**config.mk**
```make
export PLATFORM = sky130hd
export DESIGN_NAME = sync_deglitch
export DESIGN_NICKNAME = d
export VERILOG_FILES = /design/src/rtl/sync_deglitch.sv
export SDC_FILE = /design/constraint.sdc
export NUM_CORES = 1
export LEC_CHECK = 0
export ABC_CLOCK_PERIOD_IN_PS = 3900
export BUFFER_PORTS_ARGS = -buffer_cell sky130_fd_sc_hd__buf_2
export CORE_AREA = 2 2 144 146
export CTS_CLUSTER_SIZE = 14
export DETAILED_ROUTE_END_ITERATION = 8
export DIE_AREA = 0 0 146 148
export PLACE_DENSITY = 0.73
export SLEW_MARGIN = 20
export SYNTH_ARGS = -nofsm -noshare
export SYNTH_HDL_FRONTEND = slang
export SYNTH_SLANG_ARGS = --single-unit
export TNS_END_PERCENT = 10
```
**constraint.sdc**
```tcl
create_clock -name clk -period 3.9 [get_ports clk]
set_input_delay 0.585 -clock clk [delete_from_list [all_inputs] [get_ports clk]]
set_output_delay 0.585 -clock clk [all_outputs]
set_load 0.02 [all_outputs]
```
**src/rtl/sync_deglitch.sv**
```systemverilog
// ---------------------------------------------------------------------------
// sync_deglitch
//
// Per-bit glitch filter and edge detector for control bits that have already
// been brought into the local clock domain by a two-flop synchronizer. A new
// input level is accepted only after it has differed from the filtered level
// for filt_len+1 consecutive enabled samples. The block then produces the
// filtered level, one-cycle rise/fall pulses and a wrapping count of cycles
// in which at least one bit qualified.
//
// Ports
//   clk       in   block clock
//   rstn      in   asynchronous active-low reset
//   din       in   [DATA_WIDTH]  synchronized input bits
//   en        in   filter enable; 0 holds dout and clears stability counters
//   filt_len  in   [CNT_WIDTH]   extra stable cycles required (quasi-static)
//   evt_clr   in   synchronous clear of evt_cnt (wins over an increment)
//   dout      out  [DATA_WIDTH]  filtered level, registered
//   rise      out  [DATA_WIDTH]  one-cycle pulse when dout[i] goes 0->1
//   fall      out  [DATA_WIDTH]  one-cycle pulse when dout[i] goes 1->0
//   evt_cnt   out  [EVT_WIDTH]   wrapping count of qualifying cycles
// ---------------------------------------------------------------------------
module sync_deglitch #(
    parameter int                    DATA_WIDTH = 16,
    parameter int                    CNT_WIDTH  = 8,
    parameter int                    EVT_WIDTH  = 16,
    parameter logic [DATA_WIDTH-1:0] INIT_VALUE = {DATA_WIDTH{1'b0}}
) (
    input  logic                  clk,
    input  logic                  rstn,
    input  logic [DATA_WIDTH-1:0] din,
    input  logic                  en,
    input  logic [CNT_WIDTH-1:0]  filt_len,
    input  logic                  evt_clr,
    output logic [DATA_WIDTH-1:0] dout,
    output logic [DATA_WIDTH-1:0] rise,
    output logic [DATA_WIDTH-1:0] fall,
    output logic [EVT_WIDTH-1:0]  evt_cnt
);

    logic [DATA_WIDTH-1:0]                dout_q,    dout_d;
    logic [DATA_WIDTH-1:0]                rise_q,    rise_d;
    logic [DATA_WIDTH-1:0]                fall_q,    fall_d;
    logic [DATA_WIDTH-1:0][CNT_WIDTH-1:0] cnt_q,     cnt_d;
    logic [EVT_WIDTH-1:0]                 evt_cnt_q, evt_cnt_d;
    logic [DATA_WIDTH-1:0]                qual;

    always_comb begin
        qual  = '0;
        cnt_d = '0;
        for (int i = 0; i < DATA_WIDTH; i++) begin
            if (en && (din[i] != dout_q[i])) begin
                // '>=' rather than '==' so that lowering filt_len below a
                // count already in progress qualifies on the next differing
                // sample instead of letting the counter run on and wrap.
                if (cnt_q[i] >= filt_len) begin
                    qual[i] = 1'b1;
                end else begin
                    cnt_d[i] = cnt_q[i] + 1'b1;
                end
            end
        end

        dout_d = dout_q ^ qual;
        rise_d = qual & din;
        fall_d = qual & ~din;

        if (evt_clr) begin
            evt_cnt_d = '0;
        end else begin
            evt_cnt_d = evt_cnt_q + {{(EVT_WIDTH-1){1'b0}}, |qual};
        end
    end

    always_ff @(posedge clk or negedge rstn) begin
        if (!rstn) begin
            dout_q    <= INIT_VALUE;
            rise_q    <= '0;
            fall_q    <= '0;
            cnt_q     <= '0;
            evt_cnt_q <= '0;
        end else begin
            dout_q    <= dout_d;
            rise_q    <= rise_d;
            fall_q    <= fall_d;
            cnt_q     <= cnt_d;
            evt_cnt_q <= evt_cnt_d;
        end
    end

    assign dout    = dout_q;
    assign rise    = rise_q;
    assign fall    = fall_q;
    assign evt_cnt = evt_cnt_q;

endmodule

```
==> run summary <==
Outcome = finished clean
Setup Crit Path Kind = primary input to flop
Setup_tns = 0 ns
Total grt overflow = 0
Post-CTS resize count = 0
Clock Skew = 0.0107 ns
Synth unique cells = 35
Fillcell total = 1,685
Top FF cell, synth = dfrtp_1
Hold Buf Count CTS = 0
Post-CTS Setup Bufs = 0
#FFs+latches synth = 192
Layout Utilization = 0.616
Final hold slack = 0.260 ns
ANT nets after route = 0
Fmax = 280 MHz
Cell Area, Placed = 11,700 um2
Number of flops mapped to enable cells by yosys = 0
Slew HR = 0.400
PD cells = 346 nW/um2
Worst-Skew Late Latency = 0.44 ns
Clock Root Buffer = clkbuf_16
CTS tree = built
Layout Cells excl Fill = 1,451
Syn Inst Count = 1,048
Post-Syn Nets = 1,222
Residual DRC count = 0
Clk sinks = 192
Diode count = 0
Largest cells by area after synthesis = dfrtp_1 45%, ha_1 17%, xor2_1 8.1%
Worst Tran Pin Value = 0.901 ns
Vias in the first global route = 7,966
Cell Area, Synth = 10,800 um2
Leak Pwr = 6.35 nW
Routed vias = 7,981
Vias/cell = 5.50
Hpwl dp = 16,200 um
H-tree depth = 4
Commonest cells in the netlist = 192 x dfrtp_1, 152 x nor2_1, 146 x ha_1
Initial antenna violation count = 0
Starting Density = 0.538
Top cell type's share of synthesized area = 0.446
Worst vdd rail ir drop = 0.000257 V
Slew Viols, Final = 0
Tot GR Track Use = 0.231
Cell accounting for the most synthesized area = dfrtp_1
CP Data Arrival Time = 3.89 ns
Drt initial violations = 385
Register area share after synthesis = 0.446
Drt wl/cell = 16.4 um
Ys async rst share = 1.00
First-pass GRT wire length = 39,800 um
RSZ-0062 raised after global routing = no
TritonCTS Buffers = 17
Final setup fails = 0
Mean Syn Cell Area = 10.3 um2
Row Count = 52
CTS clk-pin slew, worst paths = 0.08 ns
Final hold viol count = 0
Area grow syn2layout = 14.4%
Core box area = 20,000 um2
Startpoint Class = primary input
Die area = 21,600 um2
Fin crit share = 0.914
Area of the multi-input gates = 5800 um2
Clk buf depth = 2
# IOs = 92
Placed insts = 1,419
Register area = 4800 um2
Worst-path maximum fanout = 16
TritonRoute pass-1 iters = 5
Ys Warns = 0
Crit end category = flop
Die Width = 146 um
Req. time, crit path = 4.23 ns
Pin count of the biggest net entering global routing = 110
Number of I/O port buffers = 91
Layout cells sized above 1 = 0.136
Minimum clock period = 3.57 ns
Worst Hold Class = primary input to asynchronous set/reset pin
Final WL = 23,800 um
Max_cap viols = 0
Die height = 148 um
Most common cell in the synthesized netlist = dfrtp_1
Layout Nets = 1,342
Fin area = 12,300 um2
Global placement routability congestion = 0.826
[registers in the layout, summed over array words and instances, names as in the netlist]
name,cells
rise,16
dout,16
cnt_q,128
evt_cnt,16
fall,16
[critical path: stages]
cell	delay, ns
buf_2	0.42
ha_1	0.32
nand2b_1	0.14
a2111oi_0	0.48
o311a_1	0.27
nor2b_1	0.11
a2111oi_2	0.40
nand4_1	0.27
ha_1	0.32
nand4_1	0.18
nor2_1	0.09
nand4_1	0.11
xor2_1	0.14
nor2_1	0.05
[per-layer routing]
layer / GRT usage / part of all wire / vias up
met5: 0 / 0 / -
met4: 0.0626 / 0.015 / 0
met3: 0.0478 / 0.048 / 34
met2: 0.382 / 0.48 / 164
met1: 0.311 / 0.46 / 3883
li1: - / - / 3900
[placed cells by master, fill, tap and decap left out, types with 8 or more instances in the layout]
cell	count
a2111o_1	8
a21oi_1	51
and2_1	26
and3_1	38
buf_2	90
clkbuf_16	17
dfrtp_1	192
ha_1	146
inv_1	44
mux2_2	15
nand2_1	33
nand2b_1	15
nand3_1	93
nand4_1	23
nor2_1	152
nor2b_1	11
nor3_1	12
o21ai_0	27
xnor2_1	26
xor2_1	100
[stage by stage]
step           worst slack, ns  power (mW)
6_report                 0.333        4.27
5_1_grt                  0.128        4.44
4_1_cts                  0.307        4.30
3_5_place_dp            -0.150        2.51
3_3_place_gp           -0.0256        2.50
2_1_floorplan            0.779        2.32
[where the power goes]
group | internal [mW] | switching (mW)
Clock | 0.966 | 0.830
Combinational | 0.146 | 0.249
Sequential | 2.03 | 0.0493
[cell type report]
cell class,instances,area share
clock buffers,17,0.0345
well taps,270,0.0274
clock inverters,15,0.0138
flip-flops and latches,192,0.389
repair buffers,104,0.0516
multi-input cells,809,0.470
inverters,44,0.0134
[final timing paths]
kind	startpoint	endpoint	slack, ns	cells past startpoint
worst min-delay path	rstn	cnt_q[112]	0.26	1
worst min register to register	cnt_q[80]	cnt_q[80]	0.50	1
worst max-delay path	filt_len[0]	evt_cnt[14]	0.33	14
worst max register to register	cnt_q[88]	evt_cnt[14]	0.47	14
min in group clk	din[15]	fall[15]	0.33	2
max in group asynchronous	rstn	cnt_q[37]	2.73	2
[cells by family (layout without fill, tap and decap cells)]
family          after synthesis  after routing  synth area share
compound gates              110            110            0.0653
xor+xnor                    126            126             0.102
fa+ha+maj                   146            146             0.169
buf+inv                      47            180            0.0165
flops                       192            192             0.446
mux                          15             15            0.0157
simple gates                412            412             0.185
Note: power is estimated with default switching activity, not from simulation.
